### config.mk
export PLATFORM = sky130hd
export DESIGN_NAME = switch_debouncer
export DESIGN_NICKNAME = d
export VERILOG_FILES = /design/src/rtl/switch_debouncer_pkg.sv /design/src/rtl/switch_debouncer_bit.sv /design/src/rtl/switch_debouncer.sv
export SDC_FILE = /design/constraint.sdc
export NUM_CORES = 1
export LEC_CHECK = 0
export ABC_AREA = 1
export BUFFER_PORTS_ARGS = -buffer_cell sky130_fd_sc_hd__buf_4
export CAP_MARGIN = 0
export CORE_MARGIN = 2
export CORE_UTILIZATION = 35
export CTS_BUF_LIST = sky130_fd_sc_hd__clkbuf_8 sky130_fd_sc_hd__clkbuf_16
export DETAILED_ROUTE_END_ITERATION = 6
export GPL_ROUTABILITY_DRIVEN = 1
export HOLD_SLACK_MARGIN = 0.08
export SYNTH_ARGS = -nofsm -noshare
export SYNTH_HDL_FRONTEND = slang
export SYNTH_HIERARCHICAL = 1
export SYNTH_SLANG_ARGS = --single-unit
### constraint.sdc
create_clock -name clk -period 7 [get_ports clk]
set_clock_uncertainty 0.15 [all_clocks]
set_input_delay 1.05 -clock clk [delete_from_list [all_inputs] [get_ports clk]]
set_output_delay 1.05 -clock clk [all_outputs]
set_load 0.01 [all_outputs]
### src/rtl/switch_debouncer_pkg.sv
// Shared constants for the switch debouncer bridge device.
// Provides the register word offsets, the CTRL bit positions and a packed
// view of the CTRL register used by the top level.
package switch_debouncer_pkg;

  // Word offsets within the device window, compared against addr[3:2].
  localparam logic [1:0] SWDB_DATA = 2'd0;
  localparam logic [1:0] SWDB_CHG  = 2'd1;
  localparam logic [1:0] SWDB_CTRL = 2'd2;

  // Bit positions inside the CTRL register.
  localparam int IE     = 0;
  localparam int FREEZE = 1;

  // Field order mirrors the bit positions above (freeze is bit 1, ie is bit 0).
  typedef struct packed {
    logic freeze;
    logic ie;
  } ctrl_t;

endpackage : switch_debouncer_pkg

### src/rtl/switch_debouncer_bit.sv
// Single-bit debounce filter.
// Ports:
//   clk, rst   - system clock, synchronous active-high reset
//   tick       - shared sample strobe, one cycle wide
//   freeze     - when high, the filter state holds and no events are raised
//   sync_i     - synchronised switch level
//   level_o    - debounced level
//   set_chg_o  - one-cycle pulse, high in the cycle whose clock edge updates level_o
module debounce_bit #(
  parameter int STABLE_N = 4
) (
  input  logic clk,
  input  logic rst,
  input  logic tick,
  input  logic freeze,
  input  logic sync_i,
  output logic level_o,
  output logic set_chg_o
);

  localparam int CW = $clog2(STABLE_N + 1);
  localparam logic [CW-1:0] STAB_LAST = CW'(STABLE_N - 1);

  logic [CW-1:0] stab;
  logic          differ;
  logic          sample;

  assign differ = (sync_i != level_o);
  assign sample = tick & ~freeze;

  // Combinational so the top can latch the change event on the same edge
  // that moves level_o.
  assign set_chg_o = sample & differ & (stab == STAB_LAST);

  // NOTE: reset is synchronous (sampled on the clock edge), and all
  // sequential state uses non-blocking assignments so every flop sees the
  // pre-edge values of its neighbours.
  always_ff @(posedge clk) begin
    if (rst) begin
      stab    <= '0;
      level_o <= 1'b0;
    end else if (sample) begin
      if (!differ) begin
        // Any sample agreeing with the current level restarts the count.
        stab <= '0;
      end else if (stab == STAB_LAST) begin
        level_o <= sync_i;
        stab    <= '0;
      end else begin
        stab <= stab + CW'(1);
      end
    end
  end

endmodule : debounce_bit

### src/rtl/switch_debouncer.sv
// Debounced, interrupt-capable input port for the board slide switches.
// Ports:
//   clk, rst - system clock, synchronous active-high reset
//   raw_in   - asynchronous switch pins
//   addr     - word register select (bus addr[3:2])
//   we, be   - write strobe and byte enables
//   wdata    - write data
//   rdata    - combinational read data for addr
//   sw_out   - debounced switch levels
//   irq      - registered level interrupt (IE & |CHG)
// Registers: 0 DATA (RO), 1 CHG (W1C, per byte lane), 2 CTRL (IE, FREEZE),
// 3 reserved.
module switch_debouncer
  import switch_debouncer_pkg::*;
#(
  parameter int WIDTH    = 32,
  parameter int TICK_DIV = 50000,
  parameter int STABLE_N = 4
) (
  input  logic             clk,
  input  logic             rst,
  input  logic [WIDTH-1:0] raw_in,
  input  logic [1:0]       addr,
  input  logic             we,
  input  logic [3:0]       be,
  input  logic [31:0]      wdata,
  output logic [31:0]      rdata,
  output logic [WIDTH-1:0] sw_out,
  output logic             irq
);

  localparam int TW = $clog2(TICK_DIV);
  localparam logic [TW-1:0] TICK_LAST = TW'(TICK_DIV - 1);

  logic [WIDTH-1:0] sync_q1;
  logic [WIDTH-1:0] sync_q2;
  logic [TW-1:0]    tick_cnt;
  logic             tick;
  logic [WIDTH-1:0] chg;
  logic [WIDTH-1:0] set_vec;
  logic [WIDTH-1:0] clr_vec;
  logic [31:0]      lane_mask;
  ctrl_t            ctrl;

  // Two-flop synchroniser for the asynchronous pins.
  always_ff @(posedge clk) begin
    if (rst) begin
      sync_q1 <= '0;
      sync_q2 <= '0;
    end else begin
      sync_q1 <= raw_in;
      sync_q2 <= sync_q1;
    end
  end

  // Free-running sample divider; keeps counting while frozen.
  assign tick = (tick_cnt == TICK_LAST);

  always_ff @(posedge clk) begin
    if (rst)       tick_cnt <= '0;
    else if (tick) tick_cnt <= '0;
    else           tick_cnt <= tick_cnt + TW'(1);
  end

  for (genvar i = 0; i < WIDTH; i++) begin : g_bit
    debounce_bit #(
      .STABLE_N (STABLE_N)
    ) u_bit (
      .clk       (clk),
      .rst       (rst),
      .tick      (tick),
      .freeze    (ctrl.freeze),
      .sync_i    (sync_q2[i]),
      .level_o   (sw_out[i]),
      .set_chg_o (set_vec[i])
    );
  end

  // W1C mask: a bit clears only when its own byte lane is enabled.
  // NOTE: every always_comb output gets a default first so no path can
  // leave it unassigned and infer a latch.
  always_comb begin
    lane_mask = '0;
    for (int i = 0; i < 32; i++) begin
      lane_mask[i] = wdata[i] & be[i/8];
    end
  end

  assign clr_vec = (we && addr == SWDB_CHG) ? lane_mask[WIDTH-1:0] : '0;

  // Set is applied after clear, so a same-cycle set wins.
  always_ff @(posedge clk) begin
    if (rst) chg <= '0;
    else     chg <= (chg & ~clr_vec) | set_vec;
  end

  always_ff @(posedge clk) begin
    if (rst) begin
      ctrl <= '0;
    end else if (we && addr == SWDB_CTRL && be[0]) begin
      ctrl.ie     <= wdata[IE];
      ctrl.freeze <= wdata[FREEZE];
    end
  end

  // Registered from the already-registered CHG/CTRL, hence one cycle behind.
  always_ff @(posedge clk) begin
    if (rst) irq <= 1'b0;
    else     irq <= ctrl.ie & (|chg);
  end

  always_comb begin
    rdata = '0;
    case (addr)
      SWDB_DATA: rdata = 32'(sw_out);
      SWDB_CHG:  rdata = 32'(chg);
      SWDB_CTRL: rdata = {30'b0, ctrl.freeze, ctrl.ie};
      default:   rdata = '0;
    endcase
  end

endmodule : switch_debouncer

== Word-level counts from Yosys, hierarchy flattened ==
Index checks and enable logic that the tools add are counted.
Widths: inputs -> output; s select.

* Register bits after elaboration: 243
* Output and inout port bits: 65
* Logic and storage cells: 377

* Add/sub/neg operators: 33
* Eq/ne operators: 67
* Multiplexer cells: 66
* Bitwise logic cells: 102
* Reductions and logical operators: 38

{| class="wikitable"
|+ Operator list
! kind !! number
|-
| $mux 3 || 64
|-
| $and 1x1->1 || 98
|-
| $add 3x1->3 const B || 32
|-
| $eq 3x2->1 const B || 32
|-
| $pmux 32 s3 || 1
|-
| $reduce_and 3->1 || 32
|-
| $and 32x32->32 || 1
|-
| $mux 32 || 1
|-
| $ne 1x1->1 || 32
|-
| $not 32->32 || 1
|-
| $or 32x32->32 || 1
|-
| $reduce_or 32->1 || 1
|-
| $add 16x1->16 const B || 1
|-
| $eq 16x16->1 const B || 1
|-
| $logic_and 1x1->1 || 3
|-
| $eq 2x1->1 const B || 1
|-
| $eq 2x2->1 const B || 1
|-
| $logic_not 2->1 || 1
|-
| $reduce_or 2->1 || 1
|-
| $not 1->1 || 1
|}

== Logic depth before layout (Yosys ltp) ==
* Depth in word-level cells: 6
* Depth in mapped cells: 11
* Gate-level depth less buffers: 11

== Modules after synthesis ==
Netlist, hierarchy kept.

{| class="wikitable"
|+ Modules (own cells, without submodules)
! module !! times used !! cells an instance !! area each (um^2) !! sequential area each (um^2)
|-
| debounce_bit || 32 || 33 || 232.7 || 80.1
|-
| switch_debouncer || 1 || 638 || 4545.6 || 2302.2
|}

== Worst setup path after synthesis ==
Ideal clock, no wire load.

* Path type: register to output
* Start point: register, netlist name ctrl[1]
* End point: output rdata[1]
* Arrival time: 2.534 ns
* Required time: 5.800 ns
* Path slack: 3.266 ns
* Stages on the path, launching flop included: 3
* Path buffers: 0
* Cells stage by stage: dfxtp_1 > nand2_1 > o211ai_1

* Cells in the longest elaborated chain, start to end: 1

{| class="wikitable"
|+ Ends and longest elaborated chain
! what !! RTL line !! source
|-
| $pmux 32 s3 || switch_debouncer.sv:114 || <nowiki>case (addr)</nowiki>
|-
| end: declaration || switch_debouncer.sv:27 || <nowiki>output logic [31:0] rdata,</nowiki>
|}

No other way between the ends.

== Worst setup path after layout ==
* Start point: input addr[0]
* End point: output rdata[8]

* Cells in the longest elaborated chain, start to end: 2
* Elaborated cells between the ends (all ways): 4
* Classes of those cells: eq/ne (2); mux (1); reduce/logical (1)

{| class="wikitable"
|+ Ends and longest elaborated chain
! what !! RTL line !! source
|-
| start: declaration || switch_debouncer.sv:23 || <nowiki>input logic [1:0] addr,</nowiki>
|-
| $eq 2x2->1, or another cell as far along || switch_debouncer.sv:114 ||
|-
| $pmux 32 s3 (*) || switch_debouncer.sv:114 ||
|}

Mark *: on every way between the ends. The rest lies on a longest branch, timed or not.

==> impl_metrics.py <==
metrics = {
    "synthesis": {
        "ys_top_cells_by_area": "dfxtp_1 41%, nand2_1 11%, inv_1 9.8%, nor2_4 6.2%, a21oi_1 5.7%",
        "synth_top_area_share": 0.406,
        "syn_area_per_cell_sq_um": 7.08,
        "netlist_area_sq_um": 12000,
        "synth_top_family_by_area": "simple AND/OR/NAND/NOR gates",
        "async_flop_share": 0,
        "synth_adder_area_share": 0.0344,
        "synth.mux.area_fraction": 0,
        "ys.flop_type": "dfxtp_1",
        "yosysWarnings": 6,
        "ys_seq_area_frac": 0.406,
        "synth_top_cell_by_area": "dfxtp_1",
        "synth_nets": 1800,
        "synth-simple-area-share": 0.351,
        "synth_xor_area_frac": 0.00292,
        "synth-edff-count": 0,
        "syn_inst": 1694,
        "synth_cell_types": 26,
        "synth-compound-area-share": 0.0768,
        "synth_seq_cells": 243,
    },
    "placed_design": {
        "dp_slack_ps": 2990,
        "gp_congestion": 0.813,
        "dp_hpwl_mm": 20.6,
        "placement.io_buffers": 137,
    },
    "power_and_ir_drop": {
        "power_frac_clock": 0.477,
        "p_per_area_nw_per_um2": 206,
        "p_switching_mw": 0.682,
        "p_int_mw": 2.29,
        "vdd_ir_drop_max_uv": 192,
        "swShare": 0.230,
        "p_comb_frac": 0.046,
        "power.leakage_nw": 6.32,
        "power_frac_seq": 0.477,
    },
    "final_layout": {
        "drive_gt1_frac": 0.228,
        "syn_to_final_growth_pct": 20.4,
        "insertedDiodeCount": 0,
        "nNetsFinal": 1946,
        "fin_util": 0.429,
    },
    "timing": {
        "holdWs_ps": 250,
        "hold_viol_final": 0,
        "period_minus_slack_ps": 4010,
        "setup_ws_ps": 2990,
        "final.setup.tns_ps": 0,
        "setup_violations": 0,
        "rsz0062_at_grt": "false",
        "fmax_mhz": 249,
        "relSlewSlack": 0.276,
        "drv_slew": 0,
        "worst_slew_pin_slew_ps": 1090,
        "fin_crit_sh": 0.573,
    },
    "clocking": {
        "cts_resized": 0,
        "cts_root_buf": "clkbuf_16",
        "cts_setup_buffers": 0,
        "cts_tree": "yes",
        "clockBufferDepth": 3,
        "clock-sinks": 243,
        "cts_buffers": 29,
        "h-tree-depth": 1,
        "clkTransAtPathRegs_ps": 60,
        "clk_latency_ps": 550,
        "cts_hold_buf": 0,
    },
    "floorplan": {
        "coreArea_sq_um": 33600,
        "dieArea_sq_um": 35800,
        "dieWidth_um": 189,
        "initial_core_util": 0.357,
        "io_pins": 138,
        "die_h_um": 189,
        "rows": 67,
    },
    "min_path": {
        "min-delay-start": "sync_q1[7]",
        "hold_depth": 2,
        "hp-class": "reg -> reg",
        "min_to": "sync_q2[7]",
    },
    "routing": {
        "finalWirelength_mm": 28.8,
        "wl_met2_mm": 13.2,
        "vias_per_cell": 4.52,
        "via_count": 10436,
        "antenna_violating_nets_post_route": 0,
        "wl_per_cell_um": 12.5,
        "met1Wirelength_mm": 13.2,
        "drc": 0,
        "dr.pass1.iters": 5,
        "routed.top_layer": "met4",
        "dr_wl_met3_mm": 1.45,
        "dr.first_iter.drc_count": 467,
    },
    "worst_setup_path": {
        "r2r_end": "chg[31]",
        "r2r_slack_ps": 4070,
        "worstPathRequired_ps": 5800,
        "critPathArrivalTime_ps": 2810,
        "critPathKind": "in -> out",
        "r2r-start": "tick_cnt[0]",
        "r2r_cells": 10,
        "cp-end-kind": "output pin",
        "cp_max_fo": 33,
        "crit_path_start_kind": "primary input",
    },
    "grt": {
        "grt_util_all_layers": 0.160,
        "antenna_found_initial": 0,
        "grt_pass1_wl_mm": 46.9,
        "grt_pass1_vias": 9661,
        "gr-total-overflow": 0,
        "grt_max_degree": 80,
    },
    "run_status": {
        "status": "finished clean",
    },
    "flow_run": {
        "max-cap-violations": 0,
    },
}
-- state kept, by name, summed over array words and instances (netlist names) --
name and flops:
chg 32, ctrl 2, g_bit.u_bit/level_o 32, g_bit.u_bit/stab 96, irq 1, sync_q1 32, sync_q2 32, tick_cnt 16
-- power groups by stage --
stage	logic, mW	clock network [mW]	registers, mW
floorplan	0.0734	0	1.44
global placement	0.137	0	1.45
detailed placement	0.138	0	1.45
CTS	0.138	1.47	1.42
global route	0.153	1.52	1.42
finish	0.136	1.42	1.42
-- synth_stat cells (2+ instances only) --
cell        n
ha_1       33
o21ai_1    29
or2_2       2
nand3_2    32
inv_2      68
nand2_1   348
xor2_1      2
xnor2_1     2
nor2_2     34
nor2_1    147
nand4_1    38
buf_1       4
o21ai_0    16
nand3_1   117
clkbuf_1   12
a21oi_1   136
inv_1     314
nand2_2    35
o211ai_1    2
dfxtp_1   243
buf_2       9
nor2_4     66
nor3_1      2
-- area by class of cell --
cell class | count | area (sq um)
clock buffer | 37 | 836
clock inverter | 17 | 87.6
fill | 3415 | 19200
inverter | 383 | 1440
multi-input combinational | 1042 | 5580
sequential | 243 | 4870
tap | 448 | 561
timing repair buffer | 141 | 1060
-- per-layer routing --
metal  GRT usage  vias to the layer above
met5           0                        -
met4      0.0559                        0
met3      0.0291                       43
met2       0.272                      170
met1       0.203                     4735
li1            -                     5488
-- kinds of logic after synthesis --
kind of cell / after synthesis
and+or+nand+nor: 822
DFF: 243
AOI/OAI and AO/OA: 183
xor gates and xnor gates: 4
adders and majority gates: 33
buffers and inverters: 409
-- placed cells by master, fill, tap and decap left out, drive strengths merged --
master and instances:
nand4 38, xor2 2, xnor2 2, clkinv 6, dfxtp 243, clkbuf 37
nor3 2, nand3 149, buf 141, o211ai 2, a21oi 136, ha 33
or2 3, clkinvlp 1, nand2 383, o21ai 45, inv 393, nor2 247
-- worst max path at each step --
stage | startpoint | to | slack, ps | depth (start not counted)
final | addr[0] | rdata[8] | 2990 | 7
after global routing | addr[0] | rdata[8] | 2930 | 7
after CTS | addr[0] | rdata[8] | 2990 | 7
after detailed placement | addr[0] | rdata[8] | 2990 | 7
after global placement | addr[0] | rdata[8] | 3040 | 7
after floorplan | ctrl[1] | rdata[1] | 3270 | 2
-- per-stage QoR --
step / total power [mW] / cells / cell area (sq um)
detailed placement: 1.58 / 2257 / 13500
floorplan: 1.52 / 1694 / 12000
finish: 2.97 / 2311 / 14400
global route: 3.09 / 2311 / 14400
CTS: 3.02 / 2311 / 14400
global placement: 1.58 / 2257 / 13500
-- worst max-delay path, cell delays in order --
cell	delay, ps
buf_4	110
inv_2	580
nor2_4	10
buf_4	280
inv_2	360
o21ai_1	200
buf_4	180
Note: power is estimated with default switching activity, not from simulation.
